### src/rtl/color_processor_core.sv
// color_processor_core
// Stores one RGB colour per screen quadrant, applies the switch-selected
// effect (identity / invert / gray / rotate) and the horizontal/vertical
// quadrant swaps, and presents the registered result to the VGA pixel mux.
module color_processor_core #(
    parameter int unsigned ROT_PERIOD = 16
) (
    input  logic        clk,
    input  logic        rst,
    input  logic        SW0,
    input  logic        SW1,
    input  logic        swap_h,
    input  logic        swap_v,
    input  logic        color_valid,
    input  logic [23:0] rgb0,
    input  logic [23:0] rgb1,
    input  logic [23:0] rgb2,
    input  logic [23:0] rgb3,
    output logic [23:0] ch0,
    output logic [23:0] ch1,
    output logic [23:0] ch2,
    output logic [23:0] ch3
);

    typedef enum logic [1:0] {
        MODE_IDENT  = 2'b00,
        MODE_INVERT = 2'b01,
        MODE_GRAY   = 2'b10,
        MODE_ROTATE = 2'b11
    } mode_e;

    localparam int unsigned    CNT_W    = (ROT_PERIOD > 1) ? $clog2(ROT_PERIOD) : 1;
    localparam logic [CNT_W-1:0] CNT_LAST = CNT_W'(ROT_PERIOD - 1);

    mode_e            mode;
    logic [23:0]      rgb_in [4];

    logic [23:0]      c_q [4];
    logic [23:0]      c_d [4];
    logic [23:0]      ch_q [4];
    logic [23:0]      ch_d [4];
    logic             flip_h_q, flip_h_d;
    logic             flip_v_q, flip_v_d;
    logic             swap_h_prev_q, swap_h_prev_d;
    logic             swap_v_prev_q, swap_v_prev_d;
    logic [1:0]       rot_q, rot_d;
    logic [CNT_W-1:0] rot_cnt_q, rot_cnt_d;
    logic [1:0]       rot_eff;

    // Source quadrant for output k: flips mirror the index, rotation offsets it.
    function automatic logic [1:0] src_sel(input logic [1:0] k,
                                           input logic [1:0] flips,
                                           input logic [1:0] rot);
        return (k ^ flips) + rot;
    endfunction

    // Per-pixel colour effect; gray uses Y = (R + 2G + B) >> 2 on a 10-bit sum.
    function automatic logic [23:0] apply_effect(input mode_e m, input logic [23:0] p);
        logic [9:0]  luma_sum;
        logic [23:0] result;
        luma_sum = {2'b00, p[23:16]} + {1'b0, p[15:8], 1'b0} + {2'b00, p[7:0]};
        case (m)
            MODE_INVERT: result = ~p;
            MODE_GRAY:   result = {luma_sum[9:2], luma_sum[9:2], luma_sum[9:2]};
            default:     result = p;
        endcase
        return result;
    endfunction

    assign mode      = mode_e'({SW1, SW0});
    assign rgb_in[0] = rgb0;
    assign rgb_in[1] = rgb1;
    assign rgb_in[2] = rgb2;
    assign rgb_in[3] = rgb3;

    // Next-state for colour store, swap edge detection and rotation counter.
    always_comb begin
        swap_h_prev_d = swap_h;
        swap_v_prev_d = swap_v;
        flip_h_d      = flip_h_q ^ (swap_h & ~swap_h_prev_q);
        flip_v_d      = flip_v_q ^ (swap_v & ~swap_v_prev_q);

        c_d = c_q;
        if (color_valid) begin
            c_d = rgb_in;
        end

        rot_d     = '0;
        rot_cnt_d = '0;
        if (mode == MODE_ROTATE) begin
            rot_d = rot_q;
            if (rot_cnt_q == CNT_LAST) begin
                rot_cnt_d = '0;
                rot_d     = rot_q + 2'd1;
            end else begin
                rot_cnt_d = rot_cnt_q + CNT_W'(1);
            end
        end
    end

    // Output pixel selection and effect from the current stored state.
    always_comb begin
        // rot is gated by the live mode so the first cycle after leaving
        // rotation already shows unrotated quadrants.
        rot_eff = (mode == MODE_ROTATE) ? rot_q : 2'd0;
        for (int unsigned k = 0; k < 4; k++) begin
            ch_d[k] = apply_effect(mode, c_q[src_sel(2'(k), {flip_v_q, flip_h_q}, rot_eff)]);
        end
    end

    // State and output registers with synchronous active-low reset.
    always_ff @(posedge clk) begin
        if (!rst) begin
            for (int unsigned k = 0; k < 4; k++) begin
                c_q[k]  <= '0;
                ch_q[k] <= '0;
            end
            flip_h_q      <= 1'b0;
            flip_v_q      <= 1'b0;
            swap_h_prev_q <= 1'b0;
            swap_v_prev_q <= 1'b0;
            rot_q         <= '0;
            rot_cnt_q     <= '0;
        end else begin
            for (int unsigned k = 0; k < 4; k++) begin
                c_q[k]  <= c_d[k];
                ch_q[k] <= ch_d[k];
            end
            flip_h_q      <= flip_h_d;
            flip_v_q      <= flip_v_d;
            swap_h_prev_q <= swap_h_prev_d;
            swap_v_prev_q <= swap_v_prev_d;
            rot_q         <= rot_d;
            rot_cnt_q     <= rot_cnt_d;
        end
    end

    assign ch0 = ch_q[0];
    assign ch1 = ch_q[1];
    assign ch2 = ch_q[2];
    assign ch3 = ch_q[3];

endmodule

### config.mk
export PLATFORM = sky130hd
export DESIGN_NAME = color_processor_core
export DESIGN_NICKNAME = d
export VERILOG_FILES = /design/src/rtl/color_processor_core.sv
export SDC_FILE = /design/constraint.sdc
export NUM_CORES = 1
export LEC_CHECK = 0
export ABC_AREA = 1
export CORE_MARGIN = 3
export CORE_UTILIZATION = 45
export DETAILED_ROUTE_END_ITERATION = 8
export PLACE_DENSITY = 0.66
export SYNTH_ARGS = -nofsm -noshare
export SYNTH_HDL_FRONTEND = slang
export SYNTH_SLANG_ARGS = --single-unit
### constraint.sdc
create_clock -name clk -period 8.1 [get_ports clk]
set_clock_uncertainty 0.2 [all_clocks]
set_input_delay 0.81 -clock clk [delete_from_list [all_inputs] [get_ports clk]]
set_output_delay 0.81 -clock clk [all_outputs]
set_load 0.02 [all_outputs]
==> results of run 1 <==
-- critical path, delay by kind of cell --
family | cells | cell delay (ps)
buffers and inverters | 5 | 860
AOI/OAI and AO/OA | 4 | 1360
adders and majority gates | 3 | 1260
and+or+nand+nor | 12 | 1510
-- logic make-up (layout without fill, tap and decap cells) --
group           Yosys count  after routing  share of synthesized area, %
flops                   202            202                          33.5
xor+xnor                  1              1                        0.0726
mux                       8              8                         0.664
fa+ha+maj                64             64                          8.63
buf+inv                 384            521                          12.4
compound gates          465            465                          20.5
simple gates            735            735                          24.2
-- power groups by stage --
stage / registers, mW / logic, mW / clock network [mW]
floorplan: 1.22 / 0.739 / 0
global placement: 1.16 / 1.21 / 0
detailed placement: 1.16 / 1.22 / 0
CTS: 1.14 / 1.23 / 1.02
global route: 1.14 / 1.39 / 1.06
finish: 1.13 / 1.24 / 0.997
-- area by class of cell --
type | instances | share of cell area [%]
clock buffer | 25 | 3.94
clock inverter | 15 | 0.963
inverter | 273 | 6.94
multi-input combinational | 1273 | 44.1
sequential | 202 | 27.3
tap | 335 | 2.83
timing repair buffer | 208 | 13.9
-- cell usage in the layout, fill, tap and decap left out, types with 8 or more instances in the layout --
cell / instances
mux2i_1: 8
clkbuf_16: 23
nand2_1: 486
o21ai_0: 251
ha_1: 30
fa_1: 32
a21oi_1: 122
nand3_1: 85
inv_1: 270
clkdlybuf4s50_1: 197
o21ai_1: 49
nor2_1: 142
buf_4: 11
a221oi_1: 28
clkinv_2: 9
dfxtp_1: 202
-- metrics by stage --
stage | std cells | setup WS (ps) | utilization (%) | instance area (sq um)
2_1_floorplan | 1859 | 3650 | - | 12100
3_3_place_gp | 2291 | 2010 | 53.7 | 14100
3_5_place_dp | 2291 | 1940 | 53.7 | 14100
4_1_cts | 2331 | 2490 | 56.5 | 14800
5_1_grt | 2331 | 1900 | 56.5 | 14800
6_report | 2331 | 2460 | 56.5 | 14800
-- final timing paths --
check / startpoint / endpoint / slack, ps / cells after the start
worst min-delay path: rot_cnt_q[0] / rot_cnt_q[0] / 250 / 1
worst min register to register: rot_cnt_q[0] / rot_cnt_q[0] / 250 / 1
worst max-delay path: SW1 / ch_q[1][23] / 2460 / 24
worst max register to register: rot_q[0] / ch_q[1][23] / 3160 / 22
-- sequential cells by signal (all words and copies together) (netlist names) --
name and count:
rot_cnt_q 4, flip_v_q 1, swap_h_prev_q 1, swap_v_prev_q 1
ch_q 96, c_q 96, rot_q 2, flip_h_q 1
-- routing by layer --
layer,track usage [%],share of wire (%),vias up
met2,40.0,42,468
li1,-,-,6150
met4,5.19,1.5,0
met3,4.85,9.4,41
met1,39.3,47,5520
met5,0,0,-
==> impl_metrics.sql, run 1 <==
INSERT INTO impl_metrics (metric_group, metric, value, unit) VALUES
('placed_design', 'portBuffers', '198', ''),
('layout', 'final_nets', '2147', ''),
('synth', 'synth.cell_area', '12100', 'sq um'),
('synth', 'post_synth_inst_count', '1859', ''),
('worst_setup_path', 'timing.critical_path.mode_cell', 'nand2_1', ''),
('global_route', 'number_of_global_route_vias_before_repair', '11200', ''),
('synth', 'synth.area.top_cells', 'dfxtp_1 34%, nand2_1 15%, o21ai_0 10%', ''),
('floorplanning', 'die_w', '170', 'microns'),
('drt', 'drt_wl_total', '39000', 'microns'),
('flow_run', 'maxCapViolCount', '0', ''),
('drt', 'detail_route.iter0.violations', '1065', ''),
('sta', 'final.min_clock_period', '5640', 'ps'),
('sta', 'period_share', '69.7', '%'),
('power_and_ir_drop', 'power_leakage', '7.09', 'nW'),
('global_route', 'pin_count_of_the_biggest_net_entering_global_routing', '118', ''),
('clock_network', 'tritoncts.num_buffers', '22', ''),
('drt', 'drt_drc_violations_left', '0', ''),
('drt', 'dr_total_vias', '12200', ''),
('floorplanning', 'num_io_pins', '199', ''),
('clock_network', 'post_cts_resized', '0', ''),
('global_route', 'grt_usage', '26.4', '%'),
('outcome', 'run_status', 'finished clean', ''),
('worst_setup_path', 'crit_type', 'input pin to flip-flop', ''),
('synth', 'avgSynthCellArea', '6.49', 'sq um'),
('worst_setup_path', 'startpoint_type', 'input pin', ''),
('power_and_ir_drop', 'clockPowerShare', '29.6', '%'),
('sta', 'grt_setup_unrepaired', 'false', ''),
('worst_setup_path', 'path_cells', 'clkdlybuf4s50_1 -> ha_1 -> nand2_1 -> nand2_2 -> nand2_4 -> o21ai_0 -> inv_1 -> o21ai_0 -> inv_1 -> fa_1 -> inv_1 -> fa_1 -> nand3_1 -> nand2_1 -> nand2_1 -> nand2_1 -> a21oi_1 -> nor2_1 -> nor2_1 -> nor2_1 -> o21ai_0 -> nand3_1 -> nand2_1 -> inv_1', ''),
('sta', 'totalNegativeSetupSlack', '0', 'ps'),
('synth', 'synthMostInstantiatedCell', 'nand2_1', ''),
('drt', 'antenna_violating_nets_post_route', '0', ''),
('power_and_ir_drop', 'fin_total_pwr', '3.37', 'mW'),
('layout', 'antennaDiodeCount', '0', ''),
('clock_network', 'clock-root-buffer', 'clkbuf_16', ''),
('drt', 'firstDrtPassIters', '5', ''),
('power_and_ir_drop', 'max-vdd-ir-drop', '124', 'uV'),
('synth', 'number_of_synthesized_register_bits', '202', ''),
('synth', 'synthArstFlopShare', '0', '%'),
('sta', 'fmax', '177', 'MHz'),
('drt', 'routedWlPerCell', '16.7', 'microns'),
('power_and_ir_drop', 'power.density_cell_area', '227', 'nW/um^2'),
('floorplanning', 'initial_core_util', '46.0', '%'),
('layout', 'layout.area.seq', '4040', 'sq um'),
('synth', 'part_of_the_yosys_area_used_for_sequential_elements', '33.5', '%'),
('synth', 'syn_nets', '2026', ''),
('worst_setup_path', 'critPathSlowestCell', 'o21ai_0', ''),
('worst_setup_path', 'max_incr_delay_on_cp', '570', 'ps'),
('layout', 'fill_cells', '2583', ''),
('sta', 'tightest_slew', '1130', 'ps'),
('worst_setup_path', 'worstSetupEndpointType', 'flip-flop', ''),
('hold_path', 'min_path_type', 'flip-flop to flip-flop', ''),
('synth', 'ys_dominant_reg_cell', 'dfxtp_1', ''),
('layout', 'multiInputGateArea', '6540', 'sq um'),
('sta', 'final-setup-viol-count', '0', ''),
('power_and_ir_drop', 'sw_frac_of_total', '36.7', '%'),
('synth', 'synth_edf_count', '0', ''),
('global_route', 'grt.overflow.total', '0', ''),
('power_and_ir_drop', 'seq_power_share', '33.7', '%'),
('placed_design', 'place_congestion', '0.918', ''),
('clock_network', 'cts.clk_slew.worst_paths', '60', 'ps'),
('floorplanning', 'die_height', '170', 'microns'),
('placed_design', 'hpwl', '29700', 'microns'),
('worst_setup_path', 'cp_data_arrival_time', '5860', 'ps'),
('layout', 'drive_gt1_share', '3.41', '%'),
('sta', 'finalMaxSlewViolations', '0', ''),
('sta', 'final-hold-violation-count', '0', ''),
('floorplanning', 'design.core.area', '26200', 'sq um'),
('drt', 'post_drt_via_cell_ratio', '5.22', ''),
('clock_network', 'cts_h_tree_lvls', '1', ''),
('synth', 'yosysWarnings', '0', ''),
('synth', 'yosys.cell_types.count', '30', '');
(Power assumes the default switching activity.)
==> run 2: changes to the inputs <==
PLACE_DENSITY = 0.69   (was 0.66)
clock period = 5.1 ns   (was 8.1 ns; I/O delays follow)
==> impl_metrics.sql, run 2 (synthesized netlist as in run 1, its figures left out) <==
INSERT INTO impl_metrics (metric_group, metric, value, unit) VALUES
('outcome', 'run_status', 'finished clean', ''),
('floorplanning', 'die_area', '28800', 'sq um'),
('floorplanning', 'initial_core_util', '46.0', '%'),
('layout', 'antennaDiodeCount', '0', ''),
('sta', 'worst_hold_slack', '235', 'ps'),
('drt', 'drt-met1-wl', '18100', 'microns'),
('layout', 'layout_commonest_cell', 'nand2_1', ''),
('clock_network', 'tritoncts.num_buffers', '22', ''),
('power_and_ir_drop', 'power_leakage', '7.47', 'nW'),
('floorplanning', 'die_height', '170', 'microns'),
('hold_path', 'min_path_type', 'input pin to flip-flop', ''),
('global_route', 'initial_antenna_violation_count', '0', ''),
('worst_setup_path', 'max_incr_delay_on_cp', '540', 'ps'),
('layout', 'fill_cells', '2509', ''),
('sta', 'final.setup.worst_slack', '441', 'ps'),
('worst_setup_path', 'worst-path-max-fanout', '22', ''),
('clock_network', 'cts_h_tree_lvls', '1', ''),
('flow_run', 'maxCapViolCount', '0', ''),
('drt', 'drt_drc_violations_left', '0', ''),
('placed_design', 'hpwl', '30000', 'microns'),
('layout', 'reg_top3', 'c_q: 96 flops, ch_q: 96 flops, rot_cnt_q: 4 flops', ''),
('worst_setup_path', 'worstSetupEndpointType', 'flip-flop', ''),
('sta', 'slew_headroom', '37.6', '%'),
('drt', 'antenna_violating_nets_post_route', '0', ''),
('layout', 'most-common-layout-cells', '487 x nand2_1, 270 x inv_1, 251 x o21ai_0, 202 x dfxtp_1, 197 x clkdlybuf4s50_1', ''),
('layout', 'final_nets', '2217', ''),
('sta', 'period_share', '91.4', '%'),
('worst_setup_path', 'critPathSlowestCell', 'fa_1', ''),
('sta', 'grt_setup_unrepaired', 'false', ''),
('sta', 'final-hold-violation-count', '0', ''),
('worst_setup_path', 'cp_data_required_time', '5310', 'ps'),
('clock_network', 'post-cts-setup-buffers', '0', ''),
('placed_design', 'placed_cells', '2361', ''),
('floorplanning', 'placementRows', '59', ''),
('clock_network', 'clock_tree.buffer_depth', '3', ''),
('drt', 'post_drt_via_cell_ratio', '5.20', ''),
('layout', 'finalNonFillerCells', '2400', ''),
('sta', 'finalMaxSlewViolations', '0', ''),
('sta', 'tightest_slew', '936', 'ps'),
('drt', 'firstDrtPassIters', '5', ''),
('drt', 'routedWlPerCell', '16.3', 'microns'),
('clock_network', 'tritoncts', 'done', ''),
('drt', 'dr_total_vias', '12500', ''),
('floorplanning', 'num_io_pins', '199', ''),
('sta', 'final.min_clock_period', '4660', 'ps'),
('placed_design', 'portBuffers', '198', ''),
('clock_network', 'post_cts_resized', '0', ''),
('worst_setup_path', 'cp_data_arrival_time', '4870', 'ps'),
('clock_network', 'clock-root-buffer', 'clkbuf_16', ''),
('placed_design', 'pre_cts_slack', '-29.3', 'ps'),
('drt', 'drt_wl_total', '39000', 'microns'),
('global_route', 'grt_usage', '26.5', '%'),
('worst_setup_path', 'critical-path-top-delay-family', 'adder cells', ''),
('global_route', 'pin_count_of_the_biggest_net_entering_global_routing', '74', ''),
('clock_network', 'cts_hold_buffers', '0', ''),
('drt', 'route.top_layer_used', 'met4', ''),
('power_and_ir_drop', 'power.density_cell_area', '355', 'nW/um^2'),
('global_route', 'first_pass_grt_wire_length', '60800', 'microns'),
('worst_setup_path', 'cp.buffers_inverters', '5', ''),
('clock_network', 'clock_insertion_delay_worst_skew', '510', 'ps'),
('worst_setup_path', 'timing.critical_path.mode_cell', 'nand2_1', ''),
('clock_network', 'total_number_of_clock_tree_sinks', '202', ''),
('drt', 'met2_wirelength', '16800', 'microns'),
('floorplanning', 'die_w', '170', 'microns'),
('placed_design', 'place_congestion', '0.981', ''),
('worst_setup_path', 'startpoint_type', 'input pin', ''),
('drt', 'detailroute.wirelength.met3', '3300', 'microns'),
('clock_network', 'cts.clk_slew.worst_paths', '60', 'ps'),
('sta', 'fmax', '215', 'MHz'),
('power_and_ir_drop', 'max-vdd-ir-drop', '186', 'uV'),
('global_route', 'grt.overflow.total', '0', ''),
('global_route', 'number_of_global_route_vias_before_repair', '11500', ''),
('floorplanning', 'design.core.area', '26200', 'sq um'),
('layout', 'drive_gt1_share', '6.44', '%'),
('worst_setup_path', 'crit_type', 'input pin to flip-flop', ''),
('drt', 'detail_route.iter0.violations', '1178', ''),
('sta', 'final-setup-viol-count', '0', ''),
('layout', 'layout-area-overhead-vs-synth', '28.0', '%');
## run 2: cell count changes in the layout (fill, tap and decap cells not counted), sizes merged
cell and change:
clkinvlp -2, clkbuf +7, inv +1, buf +70, clkinv -6, bufinv -1
## run 2: worst register-to-register path, cell delays in order, from the launching register on
cell and delay [ps]:
dfxtp_1 430, nand2_1 150, nand2_2 110, nand2_4 110, buf_12 180, o21ai_0 310, nand2_1 80, o21ai_0 160
inv_1 140, fa_1 540, inv_1 70, fa_1 480, nand3_1 100, nand2_1 70, nand2_1 90, nand2_1 60
a21oi_1 180, nor2_1 80, nor2_1 90, nor2_1 40, o21ai_0 260, nand3_1 110, nand2_1 80, inv_1 30
## run 2: report_power, final
group,leakage [nW],switching (mW),internal (mW)
Clock,0.349,0.632,0.935
Sequential,1.68,0.0668,1.73
Combinational,5.44,1.27,0.835
Total,7.47,1.97,3.51
## run 2: worst paths after layout
path | to | startpoint | slack, ps | cells past startpoint
max | ch_q[1][23] | SW0 | 440 | 25
min | c_q[50] | rst | 230 | 3
max reg2reg | ch_q[1][23] | rot_q[0] | 850 | 23
min reg2reg | rot_cnt_q[0] | rot_cnt_q[0] | 240 | 1
## run 2: layer usage
metal,vias to the layer above,track usage [%]
met5,-,0
met4,0,6.19
met3,58,5.50
met2,497,40.9
met1,5632,38.2
li1,6282,-
## run 2: through the flow
stage | area, sq um | utilization [%] | setup TNS (ps) | power, mW
after floorplan | 12100 | - | 0 | 3.12
after global placement | 14700 | 56.2 | 0 | 3.87
after detailed placement | 14700 | 56.2 | -80.2 | 3.91
after CTS | 15400 | 58.9 | 0 | 5.49
after global routing | 15400 | 58.9 | 0 | 5.84
final | 15400 | 58.9 | 0 | 5.47
## run 2: cell type report
cell class	count	area [sq um]	share of cell area (%)
clock inverter	7	72.6	0.470
sequential	202	4040	26.2
tap	335	419	2.72
timing repair buffer	278	2690	17.4
inverter	273	1030	6.65
clock buffer	32	649	4.21
multi-input combinational	1273	6530	42.3
==> run 3: changes to the inputs <==
CORE_MARGIN = not set   (was 3)
==> impl_metrics.sql, run 3 (synthesized netlist as in run 1, its figures left out) <==
INSERT INTO impl_metrics (metric_group, metric, value, unit) VALUES
('clock_network', 'clock-root-buffer', 'clkbuf_16', ''),
('floorplanning', 'die_height', '166', 'microns'),
('placed_design', 'place_congestion', '0.941', ''),
('power_and_ir_drop', 'power_leakage', '7.53', 'nW'),
('power_and_ir_drop', 'total_switching_power', '2.00', 'mW'),
('sta', 'final.min_clock_period', '4620', 'ps'),
('sta', 'fmax', '216', 'MHz'),
('sta', 'period_share', '90.6', '%'),
('worst_setup_path', 'r2r-start', 'rot_q[0]', ''),
('floorplanning', 'placementRows', '59', ''),
('floorplanning', 'initial_core_util', '46.0', '%'),
('clock_network', 'cts.clk_slew.worst_paths', '60', 'ps'),
('clock_network', 'tritoncts.num_buffers', '22', ''),
('power_and_ir_drop', 'clockPowerShare', '30.4', '%'),
('outcome', 'run_status', 'complete, but fails checks', ''),
('worst_setup_path', 'worst-path-max-fanout', '23', ''),
('sta', 'final-setup-viol-count', '0', ''),
('clock_network', 'post-cts-setup-buffers', '0', ''),
('clock_network', 'cts_hold_buffers', '0', ''),
('clock_network', 'total_number_of_clock_tree_sinks', '202', ''),
('sta', 'finalMaxSlewViolations', '0', ''),
('layout', 'layout-area-overhead-vs-synth', '29.0', '%'),
('placed_design', 'placed_cells', '2370', ''),
('power_and_ir_drop', 'p_int', '3.65', 'mW'),
('placed_design', 'post_dp_cell_area', '14800', 'sq um'),
('clock_network', 'tritoncts', 'done', ''),
('sta', 'totalNegativeSetupSlack', '0', 'ps'),
('worst_setup_path', 'startpoint_type', 'input pin', ''),
('worst_setup_path', 'critical_path.reg2reg.endpoint', 'ch_q[2][11]', ''),
('drt', 'detail_route.iter0.violations', '1215', ''),
('sta', 'final-hold-violation-count', '0', ''),
('worst_setup_path', 'crit_type', 'input pin to flip-flop', ''),
('global_route', 'pin_count_of_the_biggest_net_entering_global_routing', '122', ''),
('worst_setup_path', 'crit_end', 'ch_q[2][11]', ''),
('flow_run', 'maxCapViolCount', '0', ''),
('clock_network', 'clock_insertion_delay_worst_skew', '520', 'ps'),
('sta', 'tightest_slew', '1150', 'ps'),
('global_route', 'initial_antenna_violation_count', '1', ''),
('layout', 'layout_commonest_cell', 'nand2_1', ''),
('clock_network', 'cts_h_tree_lvls', '1', ''),
('worst_setup_path', 'timing.reg2reg.worst_path_depth', '16', ''),
('worst_setup_path', 'worstSetupEndpointType', 'flip-flop', ''),
('sta', 'final.setup.worst_slack', '480', 'ps'),
('outcome', 'violations_in_the_final_reports', 'design-rule violations', ''),
('layout', 'finalNonFillerCells', '2410', ''),
('layout', 'drive_gt1_share', '7.04', '%'),
('placed_design', 'hpwl', '29500', 'microns'),
('layout', 'most-common-layout-cells', '487 x nand2_1, 270 x inv_1, 251 x o21ai_0, 202 x dfxtp_1, 197 x clkdlybuf4s50_1', ''),
('power_and_ir_drop', 'seq_power_share', '31.9', '%'),
('drt', 'post_drt_via_cell_ratio', '5.17', ''),
('power_and_ir_drop', 'max-vdd-ir-drop', '185', 'uV'),
('layout', 'final_core_util', '59.4', '%'),
('power_and_ir_drop', 'sw_frac_of_total', '35.4', '%'),
('clock_network', 'clock_tree.buffer_depth', '3', ''),
('layout', 'fill_cells', '2478', ''),
('floorplanning', 'die_w', '166', 'microns'),
('clock_network', 'post_cts_resized', '0', ''),
('layout', 'reg_top3', 'c_q: 96 flops, ch_q: 96 flops, rot_cnt_q: 4 flops', ''),
('layout', 'antennaDiodeCount', '0', ''),
('drt', 'dr_total_vias', '12500', ''),
('global_route', 'grt_usage', '27.8', '%'),
('floorplanning', 'design.core.area', '26200', 'sq um'),
('global_route', 'first_pass_grt_wire_length', '60200', 'microns'),
('layout', 'post-route-cell-area', '15600', 'sq um'),
('worst_setup_path', 'cp_data_arrival_time', '4760', 'ps'),
('worst_setup_path', 'cp_data_required_time', '5240', 'ps'),
('power_and_ir_drop', 'comb_power_share', '37.7', '%'),
('hold_path', 'min_path_type', 'flip-flop to flip-flop', ''),
('worst_setup_path', 'crit_start', 'SW1', ''),
('placed_design', 'portBuffers', '198', ''),
('power_and_ir_drop', 'power.density_cell_area', '363', 'nW/um^2'),
('floorplanning', 'num_io_pins', '199', ''),
('power_and_ir_drop', 'fin_total_pwr', '5.65', 'mW'),
('global_route', 'grt.overflow.total', '0', ''),
('sta', 'worst_hold_slack', '252', 'ps'),
('drt', 'drt_wl_total', '38200', 'microns'),
('floorplanning', 'die_area', '27500', 'sq um'),
('sta', 'slew_headroom', '23.4', '%'),
('drt', 'routedWlPerCell', '15.9', 'microns'),
('sta', 'grt_setup_unrepaired', 'false', ''),
('layout', 'final_nets', '2226', ''),
('global_route', 'number_of_global_route_vias_before_repair', '11400', ''),
('worst_setup_path', 'rrSetupSlack', '830', 'ps'),
('drt', 'drt_drc_violations_left', '9', ''),
('drt', 'firstDrtPassIters', '7', ''),
('placed_design', 'pre_cts_slack', '40.1', 'ps'),
('drt', 'antenna_violating_nets_post_route', '0', '');
==> run 3: worst max-delay path, cell delays in order <==
cell	delay [ps]
clkdlybuf4s50_1	480
ha_1	300
nand2_1	160
nand2_2	120
nand2_4	140
buf_4	240
o21ai_0	310
o21ai_1	190
fa_1	530
inv_1	70
fa_1	470
nand3_1	90
nand2_1	80
nand2_1	90
nand2_1	50
o21ai_0	200
inv_1	100
a221oi_1	620
==> run 3: final cells by class <==
class                      count  area [sq um]  area share [%]
tap                          335           419            2.69
multi-input combinational   1273          6530            42.0
timing repair buffer         287          2750            17.7
clock buffer                  27           611            3.92
sequential                   202          4040            26.0
clock inverter                13           181            1.17
inverter                     273          1030            6.59
==> run 3: power groups by stage <==
stage	Combinational [mW]	Clock (mW)	Sequential (mW)
final	2.13	1.72	1.80
after global routing	2.36	1.82	1.82
after CTS	2.11	1.75	1.80
after detailed placement	2.10	0	1.84
after global placement	2.07	0	1.83
after floorplan	1.17	0	1.94
==> run 3: routing by layer <==
| metal | share of wire (%) | global-route usage, % | vias up | routed length (microns) |
|---|---|---|---|---|
| met5 | 0 | 0 | - | 0 |
| met4 | 1.9 | 6.54 | 0 | 735 |
| met3 | 9.1 | 5.35 | 50 | 3500 |
| met2 | 43 | 44.4 | 483 | 16600 |
| met1 | 46 | 38.6 | 5629 | 17400 |
| li1 | - | - | 6301 | - |
==> run 3: worst min path at each step <==
stage / from / end / slack [ps] / cells past startpoint
4_1_cts: rot_cnt_q[0] / rot_cnt_q[0] / 250 / 1
5_1_grt: rot_cnt_q[0] / rot_cnt_q[0] / 300 / 1
3_5_place_dp: rot_cnt_q[0] / rot_cnt_q[0] / 240 / 1
2_1_floorplan: rot_cnt_q[0] / rot_cnt_q[0] / 220 / 1
6_report: rot_cnt_q[0] / rot_cnt_q[0] / 250 / 1
3_3_place_gp: rot_cnt_q[0] / rot_cnt_q[0] / 230 / 1
